**src/rtl/adpll_pkg.sv**
```systemverilog
// Shared ADPLL definitions: counter instruction encodings, sequencer FSM states
// and the phase-detector flag encoder.
// Latency: n/a (types and a pure function only). Backpressure: n/a.
package adpll_pkg;

    // Instruction word driven to the phase-error up/down counter
    localparam logic [1:0] CNT_HOLD = 2'b00;
    localparam logic [1:0] CNT_UP   = 2'b01;
    localparam logic [1:0] CNT_DOWN = 2'b10;

    typedef enum logic [1:0] {
        ST_IDLE       = 2'd0,
        ST_ALIGN      = 2'd1,
        ST_ACCUMULATE = 2'd2,
        ST_DRAIN      = 2'd3
    } seq_state_t;

    // Both flags together mean the detector cannot decide; treat as no error
    function automatic logic [1:0] encode_instr(input logic up, input logic down);
        logic [1:0] instr;
        instr = CNT_HOLD;
        if (up && !down) begin
            instr = CNT_UP;
        end else if (down && !up) begin
            instr = CNT_DOWN;
        end
        return instr;
    endfunction

endpackage

```
**src/rtl/phase_count_sequencer_if.sv**
```systemverilog
// Sample bus from the phase-count sequencer to the loop filter.
// Latency: n/a (wires only). Backpressure: sample_ready_i from the loop filter.
// Ports: sample_o / sample_sat_o / sample_valid_o (sequencer -> filter),
//        sample_ready_i (filter -> sequencer).
interface phase_count_sequencer_if #(
    parameter int WIDTH = 20
);
    logic signed [WIDTH-1:0] sample_o;
    logic                    sample_valid_o;
    logic                    sample_sat_o;
    logic                    sample_ready_i;

    modport master (
        output sample_o,
        output sample_valid_o,
        output sample_sat_o,
        input  sample_ready_i
    );

    modport slave (
        input  sample_o,
        input  sample_valid_o,
        input  sample_sat_o,
        output sample_ready_i
    );
endinterface

```
**src/rtl/phase_count_sequencer_window.sv**
```systemverilog
// Reference-edge window counter: counts ref edges modulo PERIODS, flags the last edge.
// Latency: count updates on the edge after a control input; last_edge is combinational.
// Backpressure: none; clear beats load_one beats advance.
// Ports: fpga_clk_i, reset_i, clear, load_one, advance (inputs); last_edge (output).
module ref_window_counter #(
    parameter int PERIODS = 16
) (
    input  logic fpga_clk_i,
    input  logic reset_i,
    input  logic clear,
    input  logic load_one,
    input  logic advance,
    output logic last_edge
);
    // PERIODS must be at least 2, so the width is always at least one bit
    localparam int CW = $clog2(PERIODS);

    logic [CW-1:0] count_q;

    assign last_edge = (count_q == CW'(PERIODS - 1));

    always_ff @(posedge fpga_clk_i or posedge reset_i) begin
        if (reset_i) begin
            count_q <= '0;
        end else if (clear) begin
            count_q <= '0;
        end else if (load_one) begin
            // An edge landing in the drain cycle already belongs to the new window
            count_q <= CW'(1);
        end else if (advance) begin
            count_q <= last_edge ? '0 : count_q + CW'(1);
        end
    end

endmodule

```
**src/rtl/phase_count_sequencer.sv**
```systemverilog
// Phase-count sequencer: turns phase-detector flags into up/down counter instructions
//   over windows of PERIODS reference edges, then freezes, captures and clears the counter.
// Latency: flags -> count_instr_o one edge; window end -> sample_valid_o two edges after the last ref edge.
// Backpressure: sample held until sample_ready_i; a new capture overwrites it and sets sticky overrun_o.
// Ports: fpga_clk_i/reset_i; enable_i, ref_edge_i, pd_up_i, pd_down_i, counter_val_i in;
//   count_instr_o, counter_clear_o, overrun_o out; clear_overrun_i in; sample_bus (master) to loop filter.
module phase_count_sequencer
    import adpll_pkg::*;
#(
    parameter int WIDTH   = 20,
    parameter int PERIODS = 16
) (
    input  logic                    fpga_clk_i,
    input  logic                    reset_i,
    input  logic                    enable_i,
    input  logic                    ref_edge_i,
    input  logic                    pd_up_i,
    input  logic                    pd_down_i,
    input  logic signed [WIDTH-1:0] counter_val_i,
    output logic [1:0]              count_instr_o,
    output logic                    counter_clear_o,
    output logic                    overrun_o,
    input  logic                    clear_overrun_i,
    phase_count_sequencer_if.master sample_bus
);

    // The counter saturates symmetrically, so both rails are +/-(2^(WIDTH-1)-1)
    localparam logic signed [WIDTH-1:0] SAT_POS = {1'b0, {(WIDTH-1){1'b1}}};
    localparam logic signed [WIDTH-1:0] SAT_NEG = -SAT_POS;

    seq_state_t state_q;
    seq_state_t state_d;

    logic                    win_clear;
    logic                    win_load_one;
    logic                    win_advance;
    logic                    win_last;
    logic                    capture;

    logic [1:0]              instr_q;
    logic signed [WIDTH-1:0] sample_q;
    logic                    sample_sat_q;
    logic                    sample_vld_q;
    logic                    overrun_q;

    ref_window_counter #(
        .PERIODS (PERIODS)
    ) u_window (
        .fpga_clk_i (fpga_clk_i),
        .reset_i    (reset_i),
        .clear      (win_clear),
        .load_one   (win_load_one),
        .advance    (win_advance),
        .last_edge  (win_last)
    );

    // ---------------------------------------------------------------- state register
    always_ff @(posedge fpga_clk_i or posedge reset_i) begin
        if (reset_i) begin
            state_q <= ST_IDLE;
        end else begin
            state_q <= state_d;
        end
    end

    // ---------------------------------------------------------------- next state
    always_comb begin
        state_d = state_q;
        unique case (state_q)
            ST_IDLE: begin
                if (enable_i) state_d = ST_ALIGN;
            end
            ST_ALIGN: begin
                if (ref_edge_i) state_d = ST_ACCUMULATE;
            end
            ST_ACCUMULATE: begin
                if (ref_edge_i && win_last) state_d = ST_DRAIN;
            end
            ST_DRAIN: begin
                state_d = ST_ACCUMULATE;
            end
            default: begin
                state_d = ST_IDLE;
            end
        endcase
        if (!enable_i) begin
            state_d = ST_IDLE;
        end
    end

    // ---------------------------------------------------------------- state outputs
    always_comb begin
        counter_clear_o = (state_q != ST_ACCUMULATE);
        // Holding the window at zero through IDLE and ALIGN makes the aligning edge start at count 0
        win_clear       = (state_q == ST_IDLE) || (state_q == ST_ALIGN);
        win_load_one    = (state_q == ST_DRAIN) && ref_edge_i;
        win_advance     = (state_q == ST_ACCUMULATE) && ref_edge_i;
        // The drain cycle always captures, even if enable_i falls during it
        capture         = (state_q == ST_DRAIN);
    end

    // ---------------------------------------------------------------- counter instruction
    // Only cycles that will be spent in ACCUMULATE may carry a count; the flag sampled on
    // the edge into DRAIN is dropped, leaving one blind cycle per window.
    always_ff @(posedge fpga_clk_i or posedge reset_i) begin
        if (reset_i) begin
            instr_q <= CNT_HOLD;
        end else if (state_d == ST_ACCUMULATE) begin
            instr_q <= encode_instr(pd_up_i, pd_down_i);
        end else begin
            instr_q <= CNT_HOLD;
        end
    end

    // ---------------------------------------------------------------- sample capture and handshake
    always_ff @(posedge fpga_clk_i or posedge reset_i) begin
        if (reset_i) begin
            sample_q     <= '0;
            sample_sat_q <= 1'b0;
            sample_vld_q <= 1'b0;
        end else if (capture) begin
            // A capture coinciding with acceptance simply replaces the accepted sample
            sample_q     <= counter_val_i;
            sample_sat_q <= (counter_val_i == SAT_POS) || (counter_val_i == SAT_NEG);
            sample_vld_q <= 1'b1;
        end else if (sample_vld_q && sample_bus.sample_ready_i) begin
            sample_vld_q <= 1'b0;
        end
    end

    // Set has priority over clear so an overrun is never lost to a simultaneous clear
    always_ff @(posedge fpga_clk_i or posedge reset_i) begin
        if (reset_i) begin
            overrun_q <= 1'b0;
        end else if (capture && sample_vld_q && !sample_bus.sample_ready_i) begin
            overrun_q <= 1'b1;
        end else if (clear_overrun_i) begin
            overrun_q <= 1'b0;
        end
    end

    assign count_instr_o             = instr_q;
    assign overrun_o                 = overrun_q;
    assign sample_bus.sample_o       = sample_q;
    assign sample_bus.sample_sat_o   = sample_sat_q;
    assign sample_bus.sample_valid_o = sample_vld_q;

endmodule
```
**src/flat_wrapper.sv**
```systemverilog
// flat-port wrapper written by rule: the top's interface ports become plain ports
module phase_count_sequencer_flat import adpll_pkg::*;
#(
    parameter int WIDTH   = 20,
    parameter int PERIODS = 16
)
  (fpga_clk_i, reset_i, enable_i, ref_edge_i, pd_up_i, pd_down_i, counter_val_i, count_instr_o, counter_clear_o, overrun_o, clear_overrun_i, sample_bus_sample_o, sample_bus_sample_valid_o, sample_bus_sample_sat_o, sample_bus_sample_ready_i);
  phase_count_sequencer_if #(.WIDTH(WIDTH)) sample_bus_i ();
  input  logic fpga_clk_i;
  input  logic reset_i;
  input  logic enable_i;
  input  logic ref_edge_i;
  input  logic pd_up_i;
  input  logic pd_down_i;
  input  logic signed [WIDTH-1:0] counter_val_i;
  output logic [1:0] count_instr_o;
  output logic counter_clear_o;
  output logic overrun_o;
  input  logic clear_overrun_i;
  output wire logic [$bits(sample_bus_i.sample_o)-1:0] sample_bus_sample_o;
  output wire logic [$bits(sample_bus_i.sample_valid_o)-1:0] sample_bus_sample_valid_o;
  output wire logic [$bits(sample_bus_i.sample_sat_o)-1:0] sample_bus_sample_sat_o;
  input wire logic [$bits(sample_bus_i.sample_ready_i)-1:0] sample_bus_sample_ready_i;
  assign sample_bus_sample_o = sample_bus_i.sample_o;
  assign sample_bus_sample_valid_o = sample_bus_i.sample_valid_o;
  assign sample_bus_sample_sat_o = sample_bus_i.sample_sat_o;
  assign sample_bus_i.sample_ready_i = sample_bus_sample_ready_i;
  phase_count_sequencer #(.WIDTH(WIDTH), .PERIODS(PERIODS)) u_core (.fpga_clk_i(fpga_clk_i), .reset_i(reset_i), .enable_i(enable_i), .ref_edge_i(ref_edge_i), .pd_up_i(pd_up_i), .pd_down_i(pd_down_i), .counter_val_i(counter_val_i), .count_instr_o(count_instr_o), .counter_clear_o(counter_clear_o), .overrun_o(overrun_o), .clear_overrun_i(clear_overrun_i), .sample_bus(sample_bus_i));
endmodule
```
**config.mk**
```make
export PLATFORM = sky130hd
export DESIGN_NAME = phase_count_sequencer_flat
export DESIGN_NICKNAME = d
export VERILOG_FILES = /design/src/rtl/adpll_pkg.sv /design/src/rtl/phase_count_sequencer_if.sv /design/src/rtl/phase_count_sequencer_window.sv /design/src/rtl/phase_count_sequencer.sv /design/src/flat_wrapper.sv
export SDC_FILE = /design/constraint.sdc
export NUM_CORES = 1
export LEC_CHECK = 0
export BUFFER_PORTS_ARGS = -buffer_cell sky130_fd_sc_hd__buf_2
export CORE_MARGIN = 1.5
export CORE_UTILIZATION = 40
export CTS_CLUSTER_DIAMETER = 60
export DETAILED_ROUTE_END_ITERATION = 8
export PLACE_DENSITY = 0.75
export SYNTH_ARGS = -nofsm -noshare
export SYNTH_HDL_FRONTEND = slang
export SYNTH_SLANG_ARGS = --single-unit
export TNS_END_PERCENT = 5
```
**constraint.sdc**
```tcl
create_clock -name fpga_clk_i -period 2.57 [get_ports fpga_clk_i]
set_input_delay 0.257 -clock fpga_clk_i [delete_from_list [all_inputs] [get_ports fpga_clk_i]]
set_output_delay 0.257 -clock fpga_clk_i [all_outputs]
set_load 0.05 [all_outputs]
```
==> impl_metrics.env <==
export IMPL_fin_ws_ps=867.2
export IMPL_fin_crit_ps=1703
export IMPL_cts_inserted_buffers=5
export IMPL_fp_row_count=20
export IMPL_cts_sinks=31
export IMPL_grt_pass1_wl_um=4533
export IMPL_hold_viol=1
export IMPL_ant_nets=0
export IMPL_outcome="finished, violations left"
export IMPL_finalCritPeriodShare_pct=66.26
export IMPL_hold_path_class="in -> async"
export IMPL_setup_viol=0
export IMPL_slew_viol_final=0
export IMPL_cts_max_level=2
export IMPL_yosysSeqAreaShare_pct=58.38
export IMPL_drive_above_1_share_pct=48.81
export IMPL_tightest_slew_ps=887.6
export IMPL_cts_hold_buf=0
export IMPL_cp_cell_sequence="nand2_1 > mux2_2"
export IMPL_seqPwrFrac_pct=40.4
export IMPL_rsz0062_at_grt="false"
export IMPL_wl_um=2721
export IMPL_drt_iter0_drc=15
export IMPL_ys_types=29
export IMPL_drtPass1Iterations=4
export IMPL_synth_flop_cell="dfrtp_1"
export IMPL_maxCapViolCount=0
export IMPL_arrival_ps=1910
export IMPL_path_clk_slew_ps=90
export IMPL_antenna_found_initial=0
export IMPL_portBuffers=53
export IMPL_postCtsSetupBuffers=0
export IMPL_grt_overflow_total=0
export IMPL_hold_ws_ps=-2.882
export IMPL_start_util_pct=42.82
export IMPL_area_growth_pct=27.12
export IMPL_post_route_util_pct=54.44
export IMPL_place_ws_ps=863.0
export IMPL_grt_usage_pct=16.87
export IMPL_place_gp_congestion=0.7378
export IMPL_syn_instance_count=109
export IMPL_synth_edf_count=0
export IMPL_die_w_um=60.64
export IMPL_io_pins=54
export IMPL_fp_dieH_um=60.64
export IMPL_p_sw_share_pct=45.30
export IMPL_finalSetupTns_ps=0
export IMPL_crit_type="reg -> reg"
export IMPL_fillers=295
export IMPL_mostFrequentLayoutCell="buf_2"
export IMPL_critPathSlowestCell="nand2_1"
export IMPL_cp_top_family="simple AND/OR/NAND/NOR gates"
export IMPL_wl_per_cell_um=12.83
export IMPL_critPathLaunchType="flip-flop"
export IMPL_worst_path_buf_inv=0
export IMPL_p_comb_share_pct=43.8
export IMPL_dp_hpwl_um=2075
export IMPL_finalClockSkew_ps=6.666
export IMPL_synth_seq_cells=31
export IMPL_synthesis_area_um2=1329
export IMPL_fin_nets=196
export IMPL_synthArstFlopShare_pct=100.0
export IMPL_root_buffer="clkbuf_4"
export IMPL_clock_path_buffers=2
export IMPL_yosys_warnings=0
export IMPL_cp_end_kind="flip-flop"
export IMPL_synth_area_per_cell_um2=12.19
export IMPL_ctsResizeCount=0
export IMPL_leakage_nw=0.8101
export IMPL_relSlewSlack_pct=40.68
export IMPL_cts_tree="built"
export IMPL_p_switching_mw=0.7433
export IMPL_crit_path_max_fanout=23
export IMPL_internal_power_mw=0.8974
export IMPL_power_density_nw_per_um2=971.3
export IMPL_n_antenna_cell=0
export IMPL_syn_num_nets=138
export IMPL_peakVddDrop_uv=293.6
export IMPL_grt_pass1_vias=1052
export IMPL_vias=1079
export IMPL_core_area_um2=3103
export IMPL_violations="negative hold slack"
export IMPL_drt_vias_per_instance=5.090
export IMPL_dieArea_um2=3677
export IMPL_clock_fmax_mhz=587.3
export IMPL_worst_endpoint_required_ps=2780
export IMPL_cpPeakStageDelay_ps=690
export IMPL_grt_max_degree=32
export IMPL_final_cell_mix="buf_2 (53), dfrtp_1 (31), mux2_2 (19)"
export IMPL_power_frac_clock_pct=15.8
export IMPL_drc=0
export IMPL_clkLatencyLatePin_ps=320
worst paths after layout:
check	start	to	slack, ps	depth (start not counted)
setup / recovery	u_core.state_q[0]	u_core.sample_bus.sample_o[9]	870	2
hold / removal	reset_i	u_core.sample_bus.sample_valid_o	-3	3
setup reg to reg	u_core.state_q[0]	u_core.sample_bus.sample_o[9]	870	2
hold reg to reg	u_core.sample_bus.sample_o[0]	u_core.sample_bus.sample_o[0]	490	2
max in group asynchronous	reset_i	u_core.sample_bus.sample_o[4]	2280	3
min in group fpga_clk_i	pd_up_i	u_core.count_instr_o[1]	90	2
Yosys cell counts (2+ instances only):
cell type | instances | area share (%)
nand4_1 | 5 | 2.4
nor4_1 | 4 | 1.9
o21ai_0 | 3 | 1.1
nand2b_1 | 2 | 0.94
nor3b_1 | 2 | 1.1
inv_1 | 3 | 0.85
dfrtp_1 | 31 | 58
a21oi_1 | 4 | 1.5
nand2_1 | 9 | 2.5
nand3_1 | 4 | 1.5
mux2_2 | 19 | 16
nor2_1 | 5 | 1.4
buf_2 | 2 | 0.75
worst register-to-register path, delay by kind of cell (launching register included):
kind             cells  cell delay (ps)
AND/OR/NAND/NOR      1              690
multiplexers         1              420
flip-flops           1              480
flip-flops by register name, summed over array words and instances (netlist names):
signal and cells:
u_core.u_window.count_q 4, u_core.state_q 2, u_core.sample_bus.sample_o 20, u_core.overrun_o 1, u_core.count_instr_o 2, u_core.sample_bus.sample_valid_o 1
u_core.sample_bus.sample_sat_o 1
metal layers:
metal | part of all wire [%] | vias up | routed length, µm | track usage (%)
met2 | 52 | 43 | 1407 | 28.26
li1 | - | 515 | - | -
met3 | 6.9 | 2 | 189 | 6.397
met5 | 0 | - | 0 | 0
met4 | 0.62 | 0 | 17 | 4.658
met1 | 41 | 519 | 1107 | 20.44
through the flow:
stage                     hold slack, ps  total power [mW]  area [µm²]  cells
after floorplan                    326.8             1.218        1329    109
after global placement             341.3             1.381        1639    204
after global routing               16.41             1.732        1689    212
after CTS                          4.067             1.659        1689    212
after detailed placement           368.2             1.396        1639    204
final                             -2.882             1.641        1689    212
power groups by stage:
stage          logic (mW)  registers, mW  clock network (mW)
5_1_grt             0.759          0.679               0.294
6_report            0.718          0.664               0.259
3_5_place_dp        0.723          0.673                   0
4_1_cts             0.724          0.664               0.272
2_1_floorplan       0.135           1.08                   0
3_3_place_gp        0.713          0.669                   0
layout make-up:
type | instances | area, µm² | share of cell area, %
clock inverters | 1 | 5.005 | 0.2963
repair buffers | 54 | 272.8 | 16.15
inverters | 4 | 15.01 | 0.8889
multi-input cells | 71 | 520.5 | 30.81
flip-flops and latches | 31 | 775.7 | 45.93
well taps | 44 | 55.05 | 3.259
clock buffers | 7 | 45.04 | 2.667
logic make-up after synthesis:
family / count (synthesis) / share of synthesized area (%)
simple gates: 37 / 15.54
buf+inv: 7 / 2.448
flops: 31 / 58.38
fa+ha+maj: 1 / 0.9415
mux: 19 / 16.10
compound gates: 14 / 6.593
Power figures use the tool's default switching activity.
